### src/rtl/cpu_pkg.sv
// rtl/cpu_pkg.sv - shared CPU types and constants for the fetch bus interface
package cpu_pkg;

  localparam int BUS_ADDR_W = 30;
  localparam int BUS_DATA_W = 32;

  // addi x0, x0, 0
  localparam logic [31:0] ISA_NOP = 32'h0000_0013;

  typedef enum logic [1:0] {
    IF_IDLE   = 2'd0,
    IF_REQ    = 2'd1,
    IF_ACCESS = 2'd2,
    IF_STALL  = 2'd3
  } if_bus_state_t;

endpackage

### src/rtl/if_bus_if.sv
// rtl/if_bus_if.sv - instruction-fetch bus interface feeding the IF pipeline register
module if_bus_if
  import cpu_pkg::*;
#(
  parameter int                ADDR_W   = BUS_ADDR_W,
  parameter int                DATA_W   = BUS_DATA_W,
  parameter logic [DATA_W-1:0] NOP_WORD = DATA_W'(ISA_NOP)
) (
  input  logic              clk,
  input  logic              rst,
  input  logic              stall,
  input  logic              flush,
  input  logic              req,
  input  logic [ADDR_W-1:0] addr,
  output logic [DATA_W-1:0] rd_data,
  output logic              busy,
  output logic              bus_req,
  input  logic              bus_grant,
  output logic [ADDR_W-1:0] bus_addr,
  output logic              bus_as,
  output logic              bus_rw,
  input  logic              bus_rdy,
  input  logic [DATA_W-1:0] bus_rd_data
);

  if_bus_state_t     state;
  logic              first_q;
  logic              discard_q;
  logic [DATA_W-1:0] data_q;
  logic              discard_now;

  // A flush arriving in the rdy cycle itself must still kill the fetched word.
  assign discard_now = discard_q | flush;

  always_ff @(posedge clk) begin
    if (rst) begin
      state     <= IF_IDLE;
      bus_addr  <= '0;
      first_q   <= 1'b0;
      discard_q <= 1'b0;
      data_q    <= NOP_WORD;
    end else begin
      case (state)
        IF_IDLE: begin
          if (req && !flush) begin
            bus_addr <= addr;
            state    <= IF_REQ;
          end
        end
        IF_REQ: begin
          if (flush) begin
            state <= IF_IDLE;
          end else if (bus_grant) begin
            first_q <= 1'b1;
            state   <= IF_ACCESS;
          end
        end
        IF_ACCESS: begin
          first_q <= 1'b0;
          if (bus_rdy) begin
            data_q    <= discard_now ? NOP_WORD : bus_rd_data;
            discard_q <= 1'b0;
            state     <= stall ? IF_STALL : IF_IDLE;
          end else if (flush) begin
            discard_q <= 1'b1;
          end
        end
        IF_STALL: begin
          if (flush) begin
            data_q <= NOP_WORD;
          end
          if (!stall) begin
            state <= IF_IDLE;
          end
        end
        default: state <= IF_IDLE;
      endcase
    end
  end

  assign bus_req = (state == IF_REQ) || (state == IF_ACCESS);
  assign bus_as  = (state == IF_ACCESS) && first_q;
  assign bus_rw  = 1'b1;

  // Bypass so the IF register can sample the word on the same edge it arrives.
  assign rd_data = ((state == IF_ACCESS) && bus_rdy && !discard_now) ? bus_rd_data : data_q;

  assign busy = ((state == IF_IDLE) && req && !flush)
             || ((state == IF_REQ) && !flush)
             || ((state == IF_ACCESS) && !bus_rdy);

endmodule

### config.mk
export PLATFORM = sky130hd
export DESIGN_NAME = if_bus_if
export DESIGN_NICKNAME = d
export VERILOG_FILES = /design/src/rtl/cpu_pkg.sv /design/src/rtl/if_bus_if.sv
export SDC_FILE = /design/constraint.sdc
export NUM_CORES = 1
export LEC_CHECK = 0
export CORE_ASPECT_RATIO = 1.25
export CORE_MARGIN = 5
export CORE_UTILIZATION = 30
export CTS_BUF_LIST = sky130_fd_sc_hd__clkbuf_8
export DETAILED_ROUTE_END_ITERATION = 8
export PLACE_DENSITY = 0.67
export SYNTH_ARGS = -nofsm -noshare
export SYNTH_HDL_FRONTEND = slang
export SYNTH_SLANG_ARGS = --single-unit
### constraint.sdc
create_clock -name clk -period 1.53 [get_ports clk]
set_clock_uncertainty 0.05 [all_clocks]
set_input_delay 0.153 -clock clk [delete_from_list [all_inputs] [get_ports clk]]
set_output_delay 0.153 -clock clk [all_outputs]
set_load 0.05 [all_outputs]
==> impl_metrics.tcl, run 1 <==
set metrics [dict create \
    outcome "complete, but fails checks" \
    violations "negative setup slack" \
    grt_max_degree 28 \
    cts_inserted_buffers 9 \
    row_count 40 \
    setup_viol 75 \
    clockPowerShare 0.340 \
    grt_pass1_wl_mm 15.19 \
    nNetsFinal 583 \
    combPwrFrac 0.277 \
    p_sw_frac 0.2864 \
    synth.area.top_cells "dfxtp_1, nand2_1, mux2_2" \
    dr_total_vias 3028 \
    rsz0062_at_grt "yes" \
    cp-start-kind "flop" \
    yosysTopAreaCell "dfxtp_1" \
    root_buffer "clkbuf_8" \
    regArea_um2 1324 \
    internal_power_mw 3.416 \
    die_x_um 99 \
    drv_slew 0 \
    power_frac_seq 0.383 \
    synth_top_area_frac 0.4448 \
    drc 0 \
    track_usage 0.1575 \
    crit_start "state[0]" \
    worstReg2RegStart "state[0]" \
    syn_area_um2 2970 \
    core_region_area_um2 9659 \
    gp_congestion 0.7166 \
    fin_cells 639 \
    min_period_over_period 1.343 \
    period_minus_slack_ns 2.055 \
    holdCritPathClass "in -> reg" \
    worst_ep_arrival_time_ns 1.85 \
    critPathCaptureType "primary output" \
    multiInputGateArea_um2 1748 \
    netlist_instances 353 \
    fin_setup_tns_ns -18.66 \
    p_sw_mw 1.371 \
    synthDistinctLibCells 34 \
    fin_util 0.5571 \
    synth_seq_area_share 0.4448 \
    syn_area_per_cell_um2 8.415 \
    clk_pin_slew_worst_paths_ns 0.07 \
    avgRoutedWirePerCell_um 14.68 \
    ioPinCount 135 \
    area_delta_synth_final_pct 81.17 \
    grt-ovfl-total 0 \
    clock_latency_ns 0.34 \
    cap_violations 0 \
    fillers 859 \
    crit_fanout 5 \
    synthTopCellsByCount "nand2_1, dfxtp_1, a21oi_1" \
    n_antenna_cell 0 \
    crit_path_max_incr_delay_ns 0.32 \
    ys_async_sr_fraction 0 \
    drtIter0Drc 78 \
    synth_ff_type "dfxtp_1" \
    die-height_um 121.3 \
    cts_buffer_depth 2 \
    dpl-instance-area_um2 4598 \
    hold_viol 0 \
    drive_gt1_frac 0.3645 \
    cts-htree-levels 3 \
    via_per_inst 4.739 \
    synth-edff-count 0 \
    ys_warn_count 0 \
    cp_slowest_cell "dfxtp_2" \
    syn-num-nets 427 \
    wl_mm 9.378 \
    place_hpwl_mm 6.458 \
    ant_nets 0 \
    p_per_area_nw_per_um2 889.6 \
    cts_sinks 66 \
    design_area_um2 5381 \
    critPathKind "reg -> out" \
    fmax_mhz 486.5 \
    max-vdd-ir-drop_v 0.0005969 \
    synth.most_common_cell "nand2_1" \
    cts_tree "yes" \
    p_leak_nw 2.125 \
    worst_slew_pin_slew_ns 0.5149 \
    dp.cells 608 \
    p_total_mw 4.787 \
    cp_cell_sequence "inv_2, ha_4, nand2_4, nor3_4, buf_6, clkbuf_16, mux2_4, buf_8" \
    worstPathRequired_ns 1.33 \
    antenna_found_initial 0 \
    io_buffers 133 \
    synth_seq_cells 66 \
    first_pass_iters 4 \
    setup_ws_ns -0.5255 \
    maxSlewHeadroom 0.6567 \
    initial_core_util 0.3075 \
    worst_hold_startpoint "rst" \
    first_global_vias 3142 \
    die-area_um2 12000 \
]
-- path summary, 6_finish.rpt --
path | to | slack (ns) | depth (start not counted)
worst max-delay path | rd_data[20] | -0.53 | 8
worst min-delay path | bus_addr[21] | 0.23 | 2
worst max register to register | data_q[24] | -0.14 | 9
worst min register to register | data_q[3] | 0.40 | 2
-- layout make-up --
type	instances	area share
well taps	126	0.02930
inverters	4	0.004185
repair buffers	173	0.3550
clock buffers	11	0.02813
clock inverters	4	0.01256
flip-flops and latches	66	0.2460
multi-input cells	255	0.3248
-- timing repair --
item / CTS / global route
pin swaps: 5 / 2
buffers inserted: 14 / 2
hold buffers: 0 / 0
endpoints found under the setup margin: 99 / 99
cloned: 5 / 1
resized for setup: 58 / 41
-- state kept, by name, summed over array words and instances (netlist names) --
register and flops:
state 2, first_q 1, bus_addr 30, data_q 32, discard_q 1
-- critical path: cells and delay by family, from the launching register on --
family | cells | cell delay (ns)
adders and majority gates | 1 | 0.14
buffers and inverters | 4 | 0.52
DFF | 1 | 0.32
muxes | 1 | 0.31
and+or+nand+nor | 2 | 0.22
-- power groups by stage --
stage               Sequential (mW)  Clock (mW)  Combinational [mW]
finish                         1.83        1.63                1.33
global route                   1.84        1.77                1.41
CTS                            1.83        1.68                1.32
detailed placement             1.87           0                1.11
global placement               1.87           0                1.10
floorplan                      2.05           0               0.433
-- per-stage QoR --
| step | hold WS, ns | worst slack [ns] |
|---|---|---|
| after floorplan | 0.1986 | -0.2293 |
| after global placement | 0.3880 | -0.4483 |
| after detailed placement | 0.3941 | -0.4724 |
| after CTS | 0.2044 | -0.6255 |
| after global routing | 0.2396 | -0.6068 |
| final | 0.2263 | -0.5255 |
-- routing by layer --
layer | track usage | wire, µm | vias up
li1 | - | - | 1508
met3 | 0.05923 | 869 | 14
met5 | 0 | 0 | -
met1 | 0.1572 | 3371 | 1398
met4 | 0.05465 | 136 | 0
met2 | 0.2950 | 5001 | 108
-- placed cells by master, fill, tap and decap left out, types with 13 or more instances in the layout --
cell type | Yosys | layout
buf_4 | 5 | 49
mux2_4 | 0 | 32
buf_8 | 0 | 16
a21oi_2 | 0 | 14
buf_12 | 0 | 13
buf_6 | 3 | 23
a21oi_1 | 61 | 47
nand3_1 | 30 | 29
nand2_1 | 94 | 92
clkdlybuf4s50_1 | 0 | 67
dfxtp_1 | 66 | 64
-- logic make-up (layout without fill, tap and decap cells) --
| kind of cell | after synthesis | count (layout) | synth area share |
|---|---|---|---|
| AOI/OAI and AO/OA | 74 | 74 | 0.1411 |
| adders and majority gates | 5 | 5 | 0.02106 |
| muxes | 32 | 32 | 0.1213 |
| other | 1 | 1 | 0.001262 |
| buffers and inverters | 32 | 192 | 0.05939 |
| and+or+nand+nor | 143 | 143 | 0.2110 |
| DFF | 66 | 66 | 0.4448 |
(Power assumes the default switching activity.)
==> inputs of run 2 (changes only) <==
==> constraint.sdc (replaced) <==
create_clock -name clk -period 1.53 [get_ports clk]
set_clock_uncertainty 0.05 [all_clocks]
set_input_delay 0.306 -clock clk [delete_from_list [all_inputs] [get_ports clk]]
set_output_delay 0.306 -clock clk [all_outputs]
set_load 0.05 [all_outputs]
==> run 2 against run 1 <==
The run still ends with negative setup slack left. Global-route usage increased by 1.6 points. First-iteration DRC count increased by 33%. Die area is the same. Maximum frequency shrank 9.5%. Cell area rose by 15%. Critical endpoint is now rd_data[0]. Largest power group unchanged.
==> impl_metrics.tcl, run 2 (synthesized netlist as in run 1, its figures left out) <==
set metrics [dict create \
    r2r_setup_slack_ns -0.30 \
    cts-htree-levels 3 \
    drc 0 \
    fmax_mhz 440.4 \
    largest_register_ff_count 32 \
    antenna_found_initial 1 \
    rr_worst_depth 10 \
    p_sw_mw 1.478 \
    worst_ep_arrival_time_ns 1.91 \
    gp_congestion 0.7875 \
    violations "negative setup slack" \
    p_total_mw 4.706 \
    first_global_vias 3267 \
    p_per_area_nw_per_um2 762.1 \
    cap_violations 0 \
    place_hpwl_mm 6.379 \
    multiInputGateArea_um2 2021 \
    cts_hold_buf 0 \
    fin_setup_tns_ns -31.55 \
    clockPowerShare 0.279 \
    hold_viol 0 \
    ioPinCount 135 \
    grt_pass1_wl_mm 16.43 \
    cts_inserted_buffers 9 \
    final_common_cell "nand2_1" \
    internal_power_mw 3.227 \
    cts_sinks 66 \
    row_count 40 \
    io_buffers 133 \
    cts_buffer_depth 2 \
    cts_tree "yes" \
    avgRoutedWirePerCell_um 17.35 \
    top_regs "data_q x32, bus_addr x30, state x2" \
    cp-start-kind "flop" \
    combPwrFrac 0.324 \
    critPathKind "reg -> out" \
    min_period_over_period 1.484 \
    mostFrequentLayoutCells "nand2_1, clkdlybuf4s50_1, dfxtp_1" \
    grt-ovfl-total 0 \
    crit_start "state[0]" \
    setup_viol 85 \
    outcome "complete, but fails checks" \
    cp-endpoint "rd_data[0]" \
    n_antenna_cell 0 \
    clock_latency_ns 0.34 \
    critPathCaptureType "primary output" \
    crit_fanout 7 \
    setup_ws_ns -0.7405 \
    drtIter0Drc 104 \
    regArea_um2 1324 \
    grt_max_degree 32 \
    power_frac_seq 0.397 \
    dr_total_vias 3246 \
    area_delta_synth_final_pct 107.9 \
    max-vdd-ir-drop_v 0.0006707 \
    holdCritPathClass "in -> reg" \
    clk_pin_slew_worst_paths_ns 0.07 \
    wl_mm 11.26 \
    root_buffer "clkbuf_8" \
    die-area_um2 12000 \
    p_sw_frac 0.3141 \
    initial_core_util 0.3075 \
    die_x_um 99 \
    rsz0062_at_grt "yes" \
    core_region_area_um2 9659 \
    period_minus_slack_ns 2.270 \
    worstReg2RegStart "state[0]" \
    drive_gt1_frac 0.4685 \
    first_pass_iters 4 \
    track_usage 0.1732 \
    fillers 727 \
    die-height_um 121.3 \
    r2r-end "data_q[18]" \
    ant_nets 0 \
    worstPathRequired_ns 1.17 \
    drv_slew 0 \
    nNetsFinal 593 \
    p_leak_nw 2.341 \
    regMostFlops "data_q" \
    via_per_inst 5.002 \
]
run 2: metal layers:
layer	up-vias	wire length [µm]	global-route usage
met5	-	11	0
met4	2	306	0.08711
met3	32	915	0.07016
met2	128	5997	0.2987
met1	1552	4032	0.1802
li1	1532	-	-
run 2: how the worst min path moves through the flow:
| stage | slack (ns) | cells past startpoint | from | end |
|---|---|---|---|---|
| 3_3_place_gp | 0.39 | 2 | data_q[6] | data_q[6] |
| 6_report | 0.21 | 2 | rst | data_q[2] |
| 2_1_floorplan | 0.35 | 1 | bus_rdy | discard_q |
| 3_5_place_dp | 0.39 | 2 | data_q[6] | data_q[6] |
| 5_1_grt | 0.22 | 2 | rst | data_q[2] |
| 4_1_cts | 0.19 | 2 | rst | state[0] |
run 2: what timing repair did:
item | CTS | global route
pin swaps | 4 | 32
endpoints found under the setup margin | 99 | 98
cloned | 10 | 0
buffers inserted | 7 | 8
resized for setup | 61 | 108
run 2: through the flow:
stage | hold slack [ns] | utilization | instance area (µm²) | setup slack [ns] | std cells
after floorplan | 0.3516 | - | 3119 | -0.3823 | 353
after global placement | 0.3878 | 0.5219 | 5041 | -0.7528 | 611
after detailed placement | 0.3926 | 0.5219 | 5041 | -0.7460 | 611
after CTS | 0.1867 | 0.5924 | 5722 | -0.7331 | 642
after global routing | 0.2244 | 0.6392 | 6175 | -0.8033 | 649
final | 0.2110 | 0.6392 | 6175 | -0.7405 | 649
run 2: layout make-up:
cell class,instances,share of cell area
timing repair buffer,183,0.4018
multi-input combinational,255,0.3273
sequential,66,0.2144
tap,126,0.02553
clock buffer,11,0.02452
clock inverter,4,0.003242
inverter,4,0.003242
run 2: critical path: stages, from the launching register on:
cell	delay, ns
dfxtp_2	0.33
inv_2	0.07
ha_4	0.15
nand2_4	0.05
nor3_4	0.14
buf_6	0.18
buf_12	0.15
mux2_2	0.35
buf_6	0.16
run 2: power by group through the flow:
stage	sequential (mW)	clock (mW)	combinational, mW
floorplan	2.05	0	0.438
finish	1.87	1.31	1.53
global route	1.87	1.44	1.61
detailed placement	1.90	0	1.27
global placement	1.90	0	1.25
CTS	1.86	1.35	1.43
